`src/rtl/nios_pio_pkg.sv`:
```
// rtl/nios_pio_pkg.sv - shared PIO register offsets, edge-type encodings and edge helper
package nios_pio_pkg;

  localparam logic [1:0] ADDR_DATA = 2'd0;
  localparam logic [1:0] ADDR_RSVD = 2'd1;
  localparam logic [1:0] ADDR_MASK = 2'd2;
  localparam logic [1:0] ADDR_EDGE = 2'd3;

  localparam int EDGE_RISING  = 0;
  localparam int EDGE_FALLING = 1;
  localparam int EDGE_ANY     = 2;

  function automatic logic [31:0] edge_vec(input logic [31:0] cur,
                                           input logic [31:0] prev,
                                           input int          kind);
    case (kind)
      EDGE_FALLING: edge_vec = ~cur & prev;
      EDGE_ANY:     edge_vec = cur ^ prev;
      default:      edge_vec = cur & ~prev;
    endcase
  endfunction

endpackage

```
`src/rtl/nios_sync_chain.sv`:
```
// rtl/nios_sync_chain.sv - multi-stage synchronizer for the asynchronous PIO input
module nios_sync_chain #(
  parameter int WIDTH       = 12,
  parameter int SYNC_STAGES = 2
) (
  input  logic             clk,
  input  logic             reset,
  input  logic [WIDTH-1:0] in_port,
  output logic [WIDTH-1:0] sync_val
);

  logic [SYNC_STAGES-1:0][WIDTH-1:0] stage_q, stage_d;

  always_comb begin
    stage_d = {stage_q[SYNC_STAGES-2:0], in_port};
  end

  always_ff @(posedge clk) begin
    if (reset) stage_q <= '0;
    else       stage_q <= stage_d;
  end

  assign sync_val = stage_q[SYNC_STAGES-1];

endmodule

```
`src/rtl/nios_rddata_in.sv`:
```
// rtl/nios_rddata_in.sv - Avalon-MM PIO input port with edge capture and masked interrupt
module nios_rddata_in
  import nios_pio_pkg::*;
#(
  parameter int WIDTH       = 12,
  parameter int SYNC_STAGES = 2,
  parameter int EDGE_TYPE   = EDGE_RISING
) (
  input  logic             clk,
  input  logic             reset,
  input  logic [1:0]       address,
  input  logic             chipselect,
  input  logic             write_n,
  input  logic [31:0]      writedata,
  output logic [31:0]      readdata,
  input  logic [WIDTH-1:0] in_port,
  output logic             irq
);

  localparam logic [2:0] WARM_MAX = 3'(SYNC_STAGES + 1);

  logic [WIDTH-1:0] sync_val;
  logic [WIDTH-1:0] prev_q, prev_d;
  logic [2:0]       warm_q, warm_d;
  logic [WIDTH-1:0] mask_q, mask_d;
  logic [WIDTH-1:0] edge_capture_q, edge_capture_d;
  logic [31:0]      readdata_q, readdata_d;
  logic [WIDTH-1:0] edge_v, clr;
  logic             write_en, warm_done;
  logic             unused_wd;

  nios_sync_chain #(
    .WIDTH      (WIDTH),
    .SYNC_STAGES(SYNC_STAGES)
  ) u_sync (
    .clk     (clk),
    .reset   (reset),
    .in_port (in_port),
    .sync_val(sync_val)
  );

  assign unused_wd = ^writedata;

  always_comb begin
    write_en  = chipselect & ~write_n;
    warm_done = (warm_q == WARM_MAX);
    prev_d    = sync_val;
    warm_d    = warm_done ? warm_q : warm_q + 3'd1;
    // Edges are suppressed until the chain and prev hold real post-reset samples
    edge_v    = warm_done ? WIDTH'(edge_vec(32'(sync_val), 32'(prev_q), EDGE_TYPE)) : '0;
    mask_d    = (write_en && address == ADDR_MASK) ? writedata[WIDTH-1:0] : mask_q;
    clr       = (write_en && address == ADDR_EDGE) ? writedata[WIDTH-1:0] : '0;
    edge_capture_d = (edge_capture_q & ~clr) | edge_v;
    case (address)
      ADDR_DATA: readdata_d = 32'(sync_val);
      ADDR_MASK: readdata_d = 32'(mask_q);
      ADDR_EDGE: readdata_d = 32'(edge_capture_q);
      default:   readdata_d = 32'd0;
    endcase
  end

  always_ff @(posedge clk) begin
    if (reset) begin
      prev_q         <= '0;
      warm_q         <= '0;
      mask_q         <= '0;
      edge_capture_q <= '0;
      readdata_q     <= '0;
    end else begin
      prev_q         <= prev_d;
      warm_q         <= warm_d;
      mask_q         <= mask_d;
      edge_capture_q <= edge_capture_d;
      readdata_q     <= readdata_d;
    end
  end

  assign readdata = readdata_q;
  assign irq      = |(edge_capture_q & mask_q);

endmodule
```
`config.mk`:
```
export PLATFORM = sky130hd
export DESIGN_NAME = nios_rddata_in
export DESIGN_NICKNAME = d
export VERILOG_FILES = /design/src/rtl/nios_pio_pkg.sv /design/src/rtl/nios_sync_chain.sv /design/src/rtl/nios_rddata_in.sv
export SDC_FILE = /design/constraint.sdc
export NUM_CORES = 1
export LEC_CHECK = 0
export ABC_AREA = 1
export CAP_MARGIN = 20
export CORE_UTILIZATION = 40
export CTS_BUF_LIST = sky130_fd_sc_hd__clkbuf_8
export DETAILED_ROUTE_END_ITERATION = 6
export PLACE_DENSITY = 0.79
export SKIP_LAST_GASP = 1
export SLEW_MARGIN = 10
export SYNTH_ARGS = -nofsm -noshare
export SYNTH_HDL_FRONTEND = slang
export SYNTH_SLANG_ARGS = --single-unit
```
`constraint.sdc`:
```
create_clock -name clk -period 1.9 [get_ports clk]
set_input_delay 0.19 -clock clk [delete_from_list [all_inputs] [get_ports clk]]
set_output_delay 0.19 -clock clk [all_outputs]
set_load 0.02 [all_outputs]
```
==> impl_metrics.env, run 1 <==
export IMPL_antenna_found_initial=0
export IMPL_yosys_most_used_dff="dfxtp_1"
export IMPL_finalSetupViolCount=0
export IMPL_power_leakage_nw=1.605
export IMPL_hold_path_class="primary input to flip-flop"
export IMPL_fmax_ghz=0.5643
export IMPL_layout_min_cycle_time_ns=1.772
export IMPL_ir_drop_v=0.0003094
export IMPL_cts_sinks=75
export IMPL_worstSkewPairLatency_ns=0.33
export IMPL_drv_slew=0
export IMPL_hp_start="in_port[2]"
export IMPL_drtIter0Drc=73
export IMPL_r2r_end="warm_q[2]"
export IMPL_cap_viol_max_count=0
export IMPL_grt_overflow=0
export IMPL_seq_area_frac_synth_pct=51.39
export IMPL_synthTopCellsByArea="dfxtp_1 (51%), nand2_1 (11%), nor2_1 (9.9%), inv_1 (6.8%), buf_4 (6.7%)"
export IMPL_routed_wl_mm=4.959
export IMPL_synth_top_area_cell="dfxtp_1"
export IMPL_design_die_area_um2=7649
export IMPL_power_density_nw_per_um2=855.9
export IMPL_core_um2=6907
export IMPL_rsz0062_at_grt="no"
export IMPL_clk_path_buf_depth=2
export IMPL_critPathMaxFanout=3
export IMPL_finalHoldViolCount=0
export IMPL_grt_use_total_pct=14.02
export IMPL_diodes=0
export IMPL_io_pins=83
export IMPL_final_area_um2=3460
export IMPL_postCtsHoldBufs=0
export IMPL_post_dp_cell_area_um2=3306
export IMPL_status="complete, no violations"
export IMPL_fin_nets=484
export IMPL_fill_cells=686
export IMPL_synth_async_reset_ratio_pct=0
export IMPL_hold_end="u_sync.stage_d[14]"
export IMPL_critPathSlowestCell="clkdlybuf4s50_1"
export IMPL_ys_types=17
export IMPL_layout_setup_ws_ns=0.1279
export IMPL_drc=0
export IMPL_reg2reg_slack_ns=0.36
export IMPL_drive_gt1_share_pct=4.805
export IMPL_rows=30
export IMPL_grt_pass1_wl_mm=8.224
export IMPL_cp_start_kind="flip-flop"
export IMPL_r2r_start="warm_q[0]"
export IMPL_htreeDepth=3
export IMPL_ant_nets=0
export IMPL_num_vias=2228
export IMPL_cts_made_buffers=9
export IMPL_syn_area_um2=2922
export IMPL_syn_mean_instance_area_um2=7.453
export IMPL_postCtsSetupBuffers=0
export IMPL_avgRoutedWirePerCell_um=9.304
export IMPL_hpwl_mm=3.496
export IMPL_die_x_um=87.46
export IMPL_ff2ff_path_depth=5
export IMPL_criticalPathCategory="flip-flop to primary output"
export IMPL_syn_to_final_growth_pct=18.42
export IMPL_crit_top_cell="nand2_1"
export IMPL_synth_edf_count=0
export IMPL_syn_inst=392
export IMPL_critPathBufInv=1
export IMPL_crit_family="buffers and inverters"
export IMPL_worst_slew_pin_slew_ns=0.6956
export IMPL_skew_ns=0.002522
export IMPL_viasPerCell=4.180
export IMPL_synth_most_common_cell="nand2_1"
export IMPL_place_ws_ns=0.2452
export IMPL_gp_congestion=0.7819
export IMPL_path_cells="nand2_1 -> nand2_1 -> nor2_1 -> nand3_1 -> clkdlybuf4s50_1"
export IMPL_clk_pin_slew_ns=0.07
export IMPL_stdcell_count=533
export IMPL_dp_cells=517
export IMPL_period_share_pct=93.27
export IMPL_yosys_top_cells_count="nand2_1 (86), nor2_1 (77), dfxtp_1 (75), inv_1 (53), nand3_1 (27)"
export IMPL_yosys_area_top_type_share_pct=51.39
export IMPL_cts_tree="built"
export IMPL_required_ns=1.71
export IMPL_maxSlewHeadroom_pct=53.46
export IMPL_grt_pass1_vias=1903
export IMPL_start_util_pct=42.30
export IMPL_hold_path_depth=3
export IMPL_setup_tns_ns=0
export IMPL_first_pass_iters=5
export IMPL_dieHeight_um=87.46
export IMPL_root_buffer="clkbuf_8"
export IMPL_critical_path_arrival_ns=1.58
export IMPL_ys_ff_latch=75
export IMPL_slowest_delay_ns=0.54
export IMPL_grt_max_degree=38
export IMPL_post_cts_resized=0
export IMPL_ys_warn_count=0
export IMPL_final_core_util_pct=50.09
export IMPL_end_kind="primary output"
export IMPL_portBuffers=42
## logic make-up (layout without fill, tap and decap cells)
group / count (synthesis) / after routing / share of synthesized area (%)
AO/OA/AOI/OAI: 29 / 29 / 4.968
XOR/XNOR: 1 / 1 / 0.2998
adder cells (fa/ha/maj): 2 / 2 / 0.8564
buffers and inverters: 92 / 118 / 16.02
flip-flops: 75 / 75 / 51.39
other: 1 / 20 / 0.1284
AND/OR/NAND/NOR: 192 / 192 / 26.34
## layer usage
| metal | global-route usage (%) | up-vias | share of wire [%] |
|---|---|---|---|
| met1 | 17.90 | 922 | 46 |
| met2 | 21.16 | 85 | 45 |
| met5 | 0 | - | 0 |
| li1 | - | 1208 | - |
| met3 | 2.654 | 13 | 6.8 |
| met4 | 10.13 | 0 | 1.9 |
## worst max path at each step
stage	from	endpoint	slack (ns)	cells past startpoint
after floorplan	warm_q[0]	warm_q[1]	0.76	5
after global placement	address[0]	readdata[9]	0.26	6
after detailed placement	address[0]	readdata[9]	0.25	6
after CTS	edge_capture_q[7]	irq	0.10	5
after global routing	edge_capture_q[9]	irq	0.04	5
final	edge_capture_q[5]	irq	0.13	5
## report_power, final
group / internal (mW) / leakage (nW) / switching (mW) / total [mW]
clock: 0.448 / 0.0977 / 0.519 / 0.967
combinational: 0.127 / 0.895 / 0.187 / 0.314
sequential: 1.64 / 0.612 / 0.0370 / 1.68
total: 2.22 / 1.61 / 0.743 / 2.96
## flip-flops by register name, indices dropped and copies added, names as in the netlist
register         count
readdata            12
u_sync.sync_val     12
warm_q               3
mask_q              12
u_sync.stage_d      12
prev_q              12
edge_capture_q      12
## final cells by class
class	count	area [µm²]	area share (%)
clock buffer	9	123.9	3.580
clock inverter	7	30.03	0.8680
inverter	56	210.2	6.076
multi-input combinational	244	1023	29.58
sequential	75	1501	43.40
tap	96	120.1	3.472
timing repair buffer	46	450.4	13.02
## stage by stage
stage / hold slack, ns / power (mW)
floorplan: 0.2970 / 1.949
global placement: 0.3897 / 2.014
detailed placement: 0.3952 / 2.029
CTS: 0.3502 / 2.990
global route: 0.3754 / 3.106
finish: 0.3624 / 2.961
## cell usage in the layout (no fill, tap or decap)
cell type	count
clkdlybuf4s50_1	42
clkinv_2	3
dfxtp_1	75
o21ai_0	10
xor2_1	1
nand2_1	86
nand2_4	1
clkbuf_8	9
a21oi_1	15
nand3_1	27
inv_2	3
inv_1	57
nor2_4	1
ha_1	2
buf_4	4
nor2_1	77
o21ai_1	4
conb_1	20
## worst register-to-register path, cell delays in order (launching register included)
cell	delay [ns]
dfxtp_1	0.36
ha_1	0.16
ha_1	0.40
inv_1	0.22
o21ai_0	0.21
a21oi_1	0.06
Note: power is estimated with default switching activity, not from simulation.
==> run 2, diff against run 1 <==
Settings changed: CORE_MARGIN set to 1, GPL_ROUTABILITY_DRIVEN set to 0.
==> impl_metrics.env, run 2 (synthesis results as in run 1) <==
export IMPL_status="complete, no violations"
export IMPL_layout_min_cycle_time_ns=1.786
export IMPL_final_area_um2=3533
export IMPL_clk_path_buf_depth=2
export IMPL_slowest_delay_ns=0.60
export IMPL_fin_nets=484
export IMPL_finalHoldViolCount=0
export IMPL_maxSlewHeadroom_pct=49.27
export IMPL_drc=0
export IMPL_cts_made_buffers=9
export IMPL_grt_max_degree=32
export IMPL_grt_use_total_pct=14.30
export IMPL_postCtsHoldBufs=0
export IMPL_setup_tns_ns=0
export IMPL_criticalPathCategory="flip-flop to primary output"
export IMPL_hold_path_class="primary input to flip-flop"
export IMPL_drtIter0Drc=133
export IMPL_antenna_found_initial=0
export IMPL_grt_pass1_vias=2006
export IMPL_period_share_pct=94.02
export IMPL_required_ns=1.71
export IMPL_power_density_nw_per_um2=947.2
export IMPL_finalSetupViolCount=0
export IMPL_worst_slew_pin_slew_ns=0.7581
export IMPL_ir_drop_v=0.0003255
export IMPL_p_seq_share_pct=50.1
export IMPL_totalPowerFinal_mw=3.347
export IMPL_start_util_pct=42.30
export IMPL_cap_viol_max_count=0
export IMPL_first_pass_iters=4
export IMPL_swShare_pct=23.11
export IMPL_hold_slack_ns=0.3490
export IMPL_critPathMaxFanout=3
export IMPL_worstSkewPairLatency_ns=0.35
export IMPL_die_x_um=87.46
export IMPL_drive_gt1_share_pct=5.492
export IMPL_postCtsSetupBuffers=0
export IMPL_path_cells="nand2_1 -> nand3_1 -> a21oi_1 -> nand3_1 -> clkdlybuf4s50_1"
export IMPL_cts_tree="built"
export IMPL_cts_sinks=75
export IMPL_hp_start="in_port[11]"
export IMPL_syn_to_final_growth_pct=20.94
export IMPL_r2r_start="warm_q[0]"
export IMPL_mostFrequentLayoutCell="nand2_1"
export IMPL_end_kind="primary output"
export IMPL_dieHeight_um=87.46
export IMPL_power_leakage_nw=1.624
export IMPL_design_die_area_um2=7649
export IMPL_post_dp_cell_area_um2=3306
export IMPL_crit_top_cell="nand3_1"
export IMPL_avgRoutedWirePerCell_um=9.396
export IMPL_drv_slew=0
export IMPL_core_um2=6907
export IMPL_portBuffers=42
export IMPL_critPathBufInv=1
export IMPL_rows=30
export IMPL_ant_nets=0
export IMPL_htreeDepth=3
export IMPL_critPathSlowestCell="clkdlybuf4s50_1"
export IMPL_combPwrFrac_pct=9.4
export IMPL_grt_overflow=0
export IMPL_num_vias=2284
export IMPL_cp_start_kind="flip-flop"
export IMPL_critical_path_arrival_ns=1.60
export IMPL_rsz0062_at_grt="no"
export IMPL_post_cts_resized=0
export IMPL_io_pins=83
export IMPL_viasPerCell=4.285
export IMPL_diodes=0
export IMPL_skew_ns=0.007293
export IMPL_p_clk_share_pct=40.5
export IMPL_hpwl_mm=3.567
export IMPL_cp_startpoint="edge_capture_q[3]"
export IMPL_p_sw_uw=773.5
export IMPL_crit_family="buffers and inverters"
export IMPL_fmax_ghz=0.5598
export IMPL_final_core_util_pct=51.16
export IMPL_routed_wl_mm=5.008
export IMPL_clk_pin_slew_ns=0.07
export IMPL_root_buffer="clkbuf_8"
export IMPL_p_int_mw=2.573
export IMPL_grt_pass1_wl_mm=8.307
export IMPL_layout_common_cells="nand2_1 (86), nor2_1 (77), dfxtp_1 (75)"
[run 2: layout make-up]
class,count,area [µm²]
repair buffers,46,450.4
flip-flops and latches,75,1501
multi-input cells,244,1023
inverters,56,210.2
clock buffers,11,151.4
fillers,675,3373
clock inverters,5,76.32
well taps,96,120.1
[run 2: per-stage QoR]
stage / instances / worst slack, ns
after floorplan: 411 / 0.7610
after global placement: 517 / 0.2702
after detailed placement: 517 / 0.1794
after CTS: 533 / 0.1026
after global routing: 533 / 0.01773
final: 533 / 0.1136
[run 2: path summary, 6_finish.rpt]
kind                   endpoint  slack [ns]  cells after the start
max reg2reg           warm_q[2]        0.37                      5
max                         irq        0.11                      5
min          u_sync.stage_d[23]        0.35                      3
min reg2reg  u_sync.sync_val[9]        0.40                      2
[run 2: power groups by stage]
stage                     clock network (mW)  registers (mW)  logic (mW)
after floorplan                            0            1.71       0.237
after global placement                     0            1.71       0.302
after detailed placement                   0            1.71       0.314
after CTS                               1.38            1.68       0.315
after global routing                    1.46            1.69       0.356
final                                   1.36            1.68       0.314
[run 2: layer usage]
| layer | GRT usage [%] | wire length, µm | share of wire (%) | up-vias |
|---|---|---|---|---|
| met1 | 16.10 | 2249 | 45 | 972 |
| met5 | 0 | 0 | 0 | - |
| li1 | - | - | - | 1211 |
| met4 | 9.091 | 161 | 3.2 | 0 |
| met3 | 3.791 | 349 | 7.0 | 16 |
| met2 | 23.93 | 2247 | 45 | 85 |
[run 2: worst min-delay path, stage by stage]
cell and delay, ns:
clkdlybuf4s50_1 0.39, inv_1 0.05, nor2_1 0.03
